==> src/rtl/seg_pkg.sv <==
// Shared definitions for the seven-segment scanner: segment encodings,
// the blank pattern, the nibble decode function and the index-width helper.
package seg_pkg;

    // Segment patterns in active-high form, bit order {g,f,e,d,c,b,a}
    localparam logic [6:0] SEG_HEX_0 = 7'h3F;
    localparam logic [6:0] SEG_HEX_1 = 7'h06;
    localparam logic [6:0] SEG_HEX_2 = 7'h5B;
    localparam logic [6:0] SEG_HEX_3 = 7'h4F;
    localparam logic [6:0] SEG_HEX_4 = 7'h66;
    localparam logic [6:0] SEG_HEX_5 = 7'h6D;
    localparam logic [6:0] SEG_HEX_6 = 7'h7D;
    localparam logic [6:0] SEG_HEX_7 = 7'h07;
    localparam logic [6:0] SEG_HEX_8 = 7'h7F;
    localparam logic [6:0] SEG_HEX_9 = 7'h6F;
    localparam logic [6:0] SEG_HEX_A = 7'h77;
    localparam logic [6:0] SEG_HEX_B = 7'h7C;
    localparam logic [6:0] SEG_HEX_C = 7'h39;
    localparam logic [6:0] SEG_HEX_D = 7'h5E;
    localparam logic [6:0] SEG_HEX_E = 7'h79;
    localparam logic [6:0] SEG_HEX_F = 7'h71;

    // All segments dark, active-high form
    localparam logic [6:0] SEG_OFF = 7'h00;

    typedef enum logic {
        ST_IDLE = 1'b0,
        ST_SCAN = 1'b1
    } scan_state_e;

    function automatic logic [6:0] hex_to_seg(input logic [3:0] nib);
        logic [6:0] seg;
        seg = SEG_OFF;
        case (nib)
            4'h0: seg = SEG_HEX_0;
            4'h1: seg = SEG_HEX_1;
            4'h2: seg = SEG_HEX_2;
            4'h3: seg = SEG_HEX_3;
            4'h4: seg = SEG_HEX_4;
            4'h5: seg = SEG_HEX_5;
            4'h6: seg = SEG_HEX_6;
            4'h7: seg = SEG_HEX_7;
            4'h8: seg = SEG_HEX_8;
            4'h9: seg = SEG_HEX_9;
            4'hA: seg = SEG_HEX_A;
            4'hB: seg = SEG_HEX_B;
            4'hC: seg = SEG_HEX_C;
            4'hD: seg = SEG_HEX_D;
            4'hE: seg = SEG_HEX_E;
            4'hF: seg = SEG_HEX_F;
            default: seg = SEG_OFF;
        endcase
        return seg;
    endfunction

    // Width of a digit index for a display of n digits (at least one bit)
    function automatic int digit_idx_w(input int n);
        return (n < 2) ? 1 : $clog2(n);
    endfunction

endpackage

==> src/rtl/seg_hex_decoder.sv <==
// Combinational nibble to seven-segment decode, active-high output.
module seg_hex_decoder
    import seg_pkg::*;
(
    input  logic [3:0] nibble,
    output logic [6:0] seg_raw
);

    // Table lookup through the shared decode function
    always_comb begin
        seg_raw = hex_to_seg(nibble);
    end

endmodule

==> src/rtl/seg_scanner.sv <==
// Time-multiplexed common-anode seven-segment driver. One digit step per
// Refresh transition; value/DP mask double-buffered and committed at the
// frame boundary. Optional build macro SEG_LZB_EN enables leading-zero
// blanking (digit 0 is never blanked).
//
// state   | meaning
// --------+------------------------------------------------------
// ST_IDLE | no Refresh step seen since reset; outputs held inactive
// ST_SCAN | scanning digits; outputs follow the current index
module seg_scanner
    import seg_pkg::*;
#(
    parameter int NumDigits    = 4,
    parameter bit ActiveLowAn  = 1'b1,
    parameter bit ActiveLowSeg = 1'b1
) (
    input  logic                   Clk,
    input  logic                   Rst,
    input  logic                   Refresh,
    input  logic                   Load,
    input  logic [4*NumDigits-1:0] Value,
    input  logic [NumDigits-1:0]   DpMask,
    input  logic                   Blank,
    output logic [NumDigits-1:0]   Anode,
    output logic [6:0]             Seg,
    output logic                   Dp,
    output logic                   Pending,
    output logic                   FrameStart
);

    localparam int                  IdxW    = digit_idx_w(NumDigits);
    localparam logic [IdxW-1:0]     IdxLast = IdxW'(NumDigits - 1);
    localparam logic [NumDigits-1:0] AnInv  = {NumDigits{ActiveLowAn}};
    localparam logic [6:0]          SegInv  = {7{ActiveLowSeg}};

    scan_state_e st_q, st_d;

    logic                   ref_prev_q, ref_prev_d;
    logic [IdxW-1:0]        idx_q, idx_d;
    logic [4*NumDigits-1:0] shadow_val_q, shadow_val_d;
    logic [NumDigits-1:0]   shadow_dp_q, shadow_dp_d;
    logic [4*NumDigits-1:0] disp_val_q, disp_val_d;
    logic [NumDigits-1:0]   disp_dp_q, disp_dp_d;
    logic                   pending_q, pending_d;
    logic                   wrap_q, wrap_d;
    logic                   frame_start_q, frame_start_d;
    logic [NumDigits-1:0]   anode_q, anode_d;
    logic [6:0]             seg_q, seg_d;
    logic                   dp_q, dp_d;

    logic                   step;
    logic                   boundary;
    logic [3:0]             nibble;
    logic [6:0]             dec_seg;
    logic [NumDigits-1:0]   onehot;
    logic                   dp_sel;
    logic [NumDigits-1:0]   lz_blank;

    // Scan state register
    always_ff @(posedge Clk) begin
        if (Rst) begin
            st_q <= ST_IDLE;
        end else begin
            st_q <= st_d;
        end
    end

    // Leave idle on the first Refresh step and keep scanning until reset
    always_comb begin
        st_d = st_q;
        case (st_q)
            ST_IDLE: if (step) st_d = ST_SCAN;
            ST_SCAN: st_d = ST_SCAN;
            default: st_d = ST_IDLE;
        endcase
    end

    // Edge detect, digit index, double buffer and frame-boundary tracking
    always_comb begin
        ref_prev_d   = Refresh;
        step         = Refresh ^ ref_prev_q;
        boundary     = step && (idx_q == IdxLast);
        idx_d        = idx_q;
        shadow_val_d = shadow_val_q;
        shadow_dp_d  = shadow_dp_q;
        disp_val_d   = disp_val_q;
        disp_dp_d    = disp_dp_q;
        pending_d    = pending_q;

        if (step) begin
            idx_d = boundary ? '0 : idx_q + IdxW'(1);
        end

        if (Load) begin
            shadow_val_d = Value;
            shadow_dp_d  = DpMask;
        end

        // A load coinciding with the boundary bypasses the shadow so it
        // never shows up as pending
        if (boundary) begin
            pending_d = 1'b0;
            if (Load) begin
                disp_val_d = Value;
                disp_dp_d  = DpMask;
            end else begin
                disp_val_d = shadow_val_q;
                disp_dp_d  = shadow_dp_q;
            end
        end else if (Load) begin
            pending_d = 1'b1;
        end

        // Delay the boundary one cycle so FrameStart lines up with digit 0
        // appearing on the registered outputs
        wrap_d        = boundary;
        frame_start_d = wrap_q;
    end

    // Datapath registers
    always_ff @(posedge Clk) begin
        if (Rst) begin
            ref_prev_q    <= 1'b0;
            idx_q         <= '0;
            shadow_val_q  <= '0;
            shadow_dp_q   <= '0;
            disp_val_q    <= '0;
            disp_dp_q     <= '0;
            pending_q     <= 1'b0;
            wrap_q        <= 1'b0;
            frame_start_q <= 1'b0;
        end else begin
            ref_prev_q    <= ref_prev_d;
            idx_q         <= idx_d;
            shadow_val_q  <= shadow_val_d;
            shadow_dp_q   <= shadow_dp_d;
            disp_val_q    <= disp_val_d;
            disp_dp_q     <= disp_dp_d;
            pending_q     <= pending_d;
            wrap_q        <= wrap_d;
            frame_start_q <= frame_start_d;
        end
    end

    // Select the current digit's nibble, DP bit and anode
    always_comb begin
        nibble = 4'h0;
        dp_sel = 1'b0;
        onehot = '0;
        for (int i = 0; i < NumDigits; i++) begin
            if (idx_q == IdxW'(i)) begin
                nibble    = disp_val_q[4*i +: 4];
                dp_sel    = disp_dp_q[i];
                onehot[i] = 1'b1;
            end
        end
    end

`ifdef SEG_LZB_EN
    // A digit is a leading zero if it and everything above it is zero with
    // no decimal point lit at or above it; digit 0 always shows
    always_comb begin
        logic zero_above;
        zero_above = 1'b1;
        lz_blank   = '0;
        for (int i = NumDigits - 1; i >= 1; i--) begin
            zero_above  = zero_above && (disp_val_q[4*i +: 4] == 4'h0) && !disp_dp_q[i];
            lz_blank[i] = zero_above;
        end
    end
`else
    // Every digit is decoded
    always_comb begin
        lz_blank = '0;
    end
`endif

    seg_hex_decoder u_dec (
        .nibble  (nibble),
        .seg_raw (dec_seg)
    );

    // Output stage next values: inactive while idle, polarity applied last
    always_comb begin
        logic [NumDigits-1:0] an_int;
        logic [6:0]           seg_int;
        logic                 dp_int;
        an_int  = '0;
        seg_int = SEG_OFF;
        dp_int  = 1'b0;
        if (st_q == ST_SCAN) begin
            an_int  = Blank ? '0 : onehot;
            seg_int = (|(lz_blank & onehot)) ? SEG_OFF : dec_seg;
            dp_int  = dp_sel;
        end
        anode_d = an_int ^ AnInv;
        seg_d   = seg_int ^ SegInv;
        dp_d    = dp_int ^ ActiveLowSeg;
    end

    // Output registers
    always_ff @(posedge Clk) begin
        if (Rst) begin
            anode_q <= AnInv;
            seg_q   <= SEG_OFF ^ SegInv;
            dp_q    <= ActiveLowSeg;
        end else begin
            anode_q <= anode_d;
            seg_q   <= seg_d;
            dp_q    <= dp_d;
        end
    end

    assign Anode      = anode_q;
    assign Seg        = seg_q;
    assign Dp         = dp_q;
    assign Pending    = pending_q;
    assign FrameStart = frame_start_q;

endmodule

==> config.mk <==
export PLATFORM = sky130hd
export DESIGN_NAME = seg_scanner
export DESIGN_NICKNAME = d
export VERILOG_FILES = /design/src/rtl/seg_pkg.sv /design/src/rtl/seg_hex_decoder.sv /design/src/rtl/seg_scanner.sv
export SDC_FILE = /design/constraint.sdc
export NUM_CORES = 1
export LEC_CHECK = 0
export BUFFER_PORTS_ARGS = -buffer_cell sky130_fd_sc_hd__buf_2
export CORE_MARGIN = 8
export CORE_UTILIZATION = 45
export CTS_CLUSTER_DIAMETER = 100
export DETAILED_ROUTE_END_ITERATION = 10
export PLACE_DENSITY = 0.71
export SLEW_MARGIN = 20
export SYNTH_ARGS = -nofsm -noshare
export SYNTH_HDL_FRONTEND = slang
export SYNTH_HIERARCHICAL = 1
export SYNTH_SLANG_ARGS = --single-unit
export TNS_END_PERCENT = 30
==> constraint.sdc <==
create_clock -name Clk -period 2.2 [get_ports Clk]
set_input_delay 0.11 -clock Clk [delete_from_list [all_inputs] [get_ports Clk]]
set_output_delay 0.11 -clock Clk [all_outputs]
set_load 0.01 [all_outputs]
==> results of run 1 <==
metrics by stage:
stage                      util  TNS [ns]  std cells
after CTS                 0.555         0        368
after global placement    0.513         0        352
after detailed placement  0.513   -0.0317        352
final                     0.565         0        368
after global routing      0.565         0        368
after floorplan               -         0        250
worst max-delay path, stage by stage, from the launching register on:
cell and delay (ns):
dfxtp_4 0.38, inv_2 0.07, ha_4 0.18, a21oi_1 0.15, o21ai_0 0.09, a22o_2 0.28
inv_2 0.09, ha_1 0.24, mux4_1 0.49, nand2_1 0.06
flip-flops by register name (all words and copies together) (netlist names), 2 cells and up:
| name | cells |
|---|---|
| Seg | 7 |
| disp_val_q | 16 |
| shadow_val_q | 16 |
| disp_dp_q | 4 |
| Anode | 4 |
| shadow_dp_q | 4 |
| idx_q | 2 |
layout by cell type (no fill, tap or decap), types with 2 or more instances in the layout:
cell	n
clkinv_2	3
a22o_1	2
mux2i_1	24
clkbuf_8	11
mux2_2	4
inv_1	7
nand2b_1	2
a22o_2	2
buf_2	38
buf_4	8
dfxtp_1	57
ha_1	6
nor3_1	3
mux2_4	19
nor2b_1	21
bufinv_16	2
nor2_1	32
o21ai_0	5
dfxtp_4	2
ha_4	4
a21oi_1	12
nand2_1	17
inv_2	4
kinds of logic (layout without fill, tap and decap cells):
logic type	Yosys count	in the layout
DFF	59	59
xor gates and xnor gates	1	1
and+or+nand+nor	78	78
AOI/OAI and AO/OA	26	26
muxes	48	48
buffers and inverters	27	73
adders and majority gates	11	11
routing by layer:
metal / track usage / vias to the layer above / share of wire
met2: 0.184 / 40 / 0.45
met3: 0.0489 / 10 / 0.057
met4: 0.0805 / 0 / 0.024
met1: 0.141 / 806 / 0.47
met5: 0 / - / 0
li1: - / 913 / -
cell type report:
type                            count  area, sq um
Fill cell                         509         2410
Multi-Input combinational cell    164         1340
Sequential cell                    59         1190
Timing Repair Buffer               46          250
Clock buffer                       11          151
Tap cell                           72         90.1
Clock inverter                      5         75.1
Inverter                           11         41.3
path summary, 6_finish.rpt:
kind | slack, ns | end | cells past startpoint | startpoint
worst max register to register | 0.11 | Seg[3] | 9 | idx_q[1]
worst max-delay path | 0.11 | Seg[3] | 9 | idx_q[1]
worst min register to register | 0.44 | FrameStart | 1 | frame_start_d
worst min-delay path | 0.03 | ref_prev_q | 2 | Refresh
report_power, final:
group | internal [W] | leakage [nW] | total, W | switching (W)
clock network | 0.000693 | 0.119 | 0.00111 | 0.000414
logic | 0.000166 | 0.783 | 0.000346 | 0.000180
registers | 0.00112 | 0.484 | 0.00114 | 0.0000201
total | 0.00198 | 1.39 | 0.00259 | 0.000613
what timing repair did:
item | 4_1_cts | 5_1_grt
pin swaps | 0 | 1
hold buffers | 0 | 0
buffers inserted | 0 | 0
gates resized for setup | 2 | 17
setup endpoints to repair | 2 | 7
==> flow_metrics.tcl, run 1 <==
set metrics [dict create \
    synth_top_area_share 0.454 \
    finalClockSkew_ns 0.00727 \
    grt_pass1_wl_um 8170 \
    antenna_found_initial 0 \
    placed_area_sq_um 2840 \
    hp-class "input port to register" \
    ir_drop_mv 0.567 \
    cts_tree "done" \
    fp-row-count 27 \
    cp_max_fo 9 \
    power.total_w 0.00259 \
    synth.most_common_cell "dfxtp_1" \
    drc 0 \
    synth_compound_area_frac 0.0635 \
    synth.avg_cell_area_sq_um 10.4 \
    ant_nets 0 \
    synth-simple-area-share 0.140 \
    firstDrtPassIters 4 \
    pwr_density_cell_nw_per_um2 827 \
    cp.required_ns 2.47 \
    ys_top_cells_by_area "dfxtp_1, mux2_4, mux2i_1, ha_1, nor2b_1" \
    area.growth.synth_to_final_pct 20.3 \
    synthDistinctLibCells 28 \
    fin_crit_ns 2.09 \
    path_clk_slew_ns 0.06 \
    cts_buffers 9 \
    num_antenna_cells 0 \
    hold_viol 0 \
    synthAdderAreaFrac 0.0529 \
    yosysTopAreaCell "dfxtp_1" \
    p_leak_nw 1.39 \
    crit_path_end_kind "register" \
    core_area_sq_um 5540 \
    io_pins 39 \
    ys_seq_area_frac 0.454 \
    wl_per_cell_um 13.3 \
    synth-xor-area-share 0.00625 \
    drv_slew 0 \
    path_class "register to register" \
    synth_top_cells_by_count "dfxtp_1, nor2_1, mux2i_1" \
    viasPerCell 4.81 \
    die_area_sq_um 8470 \
    cap_violations 0 \
    num_vias 1769 \
    num-nets-final 327 \
    synth_mux_area_frac 0.229 \
    period_share 0.951 \
    die_width_um 92.1 \
    synthesis.nets 286 \
    cts_root_buf "clkbuf_8" \
    drtIter0Drc 83 \
    netlist_area_sq_um 2600 \
    yosys_warnings 6 \
    dpl_worst_slack_ns -0.0317 \
    cts.sinks 59 \
    synth_ff_type "dfxtp_1" \
    dp_hpwl_um 3360 \
    grt_overflow 0 \
    max-slew-margin-rel 0.533 \
    syn-instance-count 250 \
    drive_above_1_share 0.341 \
    htreeDepth 3 \
    synth_top_family_by_area "multiplexers" \
    startpoint_type "register" \
    async_flop_share 0 \
    start_util 0.470 \
    cp.arrival_ns 2.37 \
    status "finished clean" \
    place_congestion 0.823 \
    synth_seq_cells 59 \
    worstSkewPairLatency_ns 0.34 \
    rsz0062_at_grt "no" \
    finalInstanceArea_sq_um 3130 \
    globalRouteTotalUtil 0.122 \
    whs_ns 0.0301 \
    die_height_um 92.1 \
    grt_start_max_net_pins 28 \
    fmax_ghz 0.478 \
    drt-total-wl_um 4900 \
    grt_pass1_vias 1760 \
    worst_slack_ns 0.108 \
    cts_max_path_buffers 2 \
    synth_edf_count 0 \
    port_buffers 38 \
    tightestPinTransition_ns 0.698 \
    finalSetupViolCount 0 \
]
(Power assumes the default switching activity.)
==> inputs of run 2 (changes only) <==
- RECOVER_POWER: not set -> 100
==> run 2 against run 1 <==
The run now ends with max-capacitance violations, max-slew violations left; sequential share of layout area rose by 0.24 points; via count fell by 0.11%; cell area fell by 0.64%; register-to-register slack barely moved; largest power group unchanged.
==> flow_metrics.tcl, run 2 (synthesis gave the netlist of run 1 again) <==
set metrics [dict create \
    die_height_um 92.1 \
    max-slew-margin-rel -0.0412 \
    grt_pass1_vias 1760 \
    cp_max_fo 9 \
    crit_path_end_kind "register" \
    hold_end "ref_prev_q" \
    antenna_found_initial 0 \
    cts_tree "done" \
    reg2reg_slack_ns 0.10 \
    grt_start_max_net_pins 28 \
    startpoint_type "register" \
    cpMaxStageDelayCell "mux4_1" \
    fp-row-count 27 \
    status "finished with violations" \
    r2r_end "Seg[3]" \
    hp-class "input port to register" \
    io_pins 39 \
    grt_overflow 0 \
    most-common-layout-cells "dfxtp_1, nor2_1, mux2i_1" \
    drc 0 \
    slowest_delay_ns 0.49 \
    num_vias 1767 \
    place_congestion 0.823 \
    cts.sinks 59 \
    drive_above_1_share 0.287 \
    wl_per_cell_um 13.4 \
    core_area_sq_um 5540 \
    die_width_um 92.1 \
    firstDrtPassIters 4 \
    cts_buffers 9 \
    pwr_density_cell_nw_per_um2 831 \
    num-nets-final 327 \
    cp.arrival_ns 2.36 \
    fin_crit_ns 2.10 \
    drtIter0Drc 86 \
    viasPerCell 4.80 \
    port_buffers 38 \
    path_clk_slew_ns 0.06 \
    globalRouteTotalUtil 0.122 \
    worstSkewPairLatency_ns 0.34 \
    rsz0062_at_grt "no" \
    drv_slew 22 \
    critPathMostFrequentCell "inv_2" \
    reg2reg_depth 9 \
    cap_violations 1 \
    grt_pass1_wl_um 8170 \
    cts_hold_buf 0 \
    drt-total-wl_um 4940 \
    mostFrequentLayoutCell "dfxtp_1" \
    htreeDepth 3 \
    post_cts_buffers 0 \
    ir_drop_mv 0.567 \
    r2r_start "idx_q[1]" \
    period_share 0.953 \
    tightestPinTransition_ns 1.56 \
    hold_depth 2 \
    cts_max_path_buffers 2 \
    start_util 0.470 \
    violations "max-capacitance violations, max-slew violations" \
    fillCellCount 515 \
    cts_root_buf "clkbuf_8" \
    area.growth.synth_to_final_pct 19.6 \
    hold_viol 0 \
    num_antenna_cells 0 \
    fmax_ghz 0.477 \
    p_leak_nw 1.36 \
    cp.required_ns 2.47 \
    crit_chain "inv_2 > ha_4 > a21oi_1 > o21ai_0 > a22o_2 > inv_2 > ha_1 > mux4_1 > nand2_1" \
    hold_path.startpoint "Refresh" \
    dp_hpwl_um 3360 \
    die_area_sq_um 8470 \
    finalClockSkew_ns 0.00681 \
    power.total_w 0.00259 \
    finalSetupViolCount 0 \
    finish.utilization 0.562 \
    path_class "register to register" \
    ant_nets 0 \
]
-- run 2: repair_timing --
item                                    in CTS  in global routing
gates cloned                                 0                  0
gates resized for setup                      2                 17
pin swaps                                    0                  1
endpoints found under the setup margin       2                  7
-- run 2: critical path: cells and delay by family (launching register included) --
family	cells	cell delay (ns)
adders and majority gates	2	0.42
and+or+nand+nor	1	0.06
muxes	1	0.49
buffers and inverters	2	0.16
DFF	1	0.38
AOI/OAI and AO/OA	3	0.52
-- run 2: through the flow --
stage	cell area [sq um]	setup WS, ns	TNS [ns]	std cells	hold WS (ns)
after floorplan	2600	0.0127	0	250	0.238
after global placement	2840	0.0608	0	352	0.373
after detailed placement	2840	-0.0317	-0.0317	352	0.377
after CTS	3070	0.00357	0	368	0.0134
after global routing	3110	0.00414	0	368	0.0490
final	3110	0.103	0	368	0.0303
-- run 2: how the worst max path moves through the flow --
stage,slack (ns),start,depth (start not counted),endpoint
after floorplan,0.01,idx_q[0],11,Seg[3]
after global placement,0.06,idx_q[0],9,Seg[3]
after detailed placement,-0.03,idx_q[0],9,Seg[3]
after CTS,0.004,idx_q[0],9,Seg[3]
after global routing,0.004,idx_q[0],9,Seg[3]
final,0.10,idx_q[1],9,Seg[3]
-- run 2: final cells by class --
type                    instances  area (sq um)  share of cell area
repair buffers                 46           230              0.0740
inverters                      11          41.3              0.0133
multi-input cells             164          1340               0.429
flip-flops and latches         59          1190               0.382
clock buffers                  11           151              0.0487
well taps                      72          90.1              0.0290
clock inverters                 5          75.1              0.0241
-- run 2: per-layer routing --
metal / vias up / wire length [um] / track usage
met5: - / 0 / 0
met4: 0 / 120 / 0.0805
met3: 10 / 291 / 0.0489
met2: 45 / 2210 / 0.184
met1: 801 / 2320 / 0.141
li1: 911 / - / -
-- run 2: where the power goes --
part / leakage [nW] / switching, W / internal, W / total (W)
registers: 0.484 / 0.0000207 / 0.00112 / 0.00114
logic: 0.753 / 0.000181 / 0.000163 / 0.000344
clock network: 0.119 / 0.000413 / 0.000693 / 0.00111
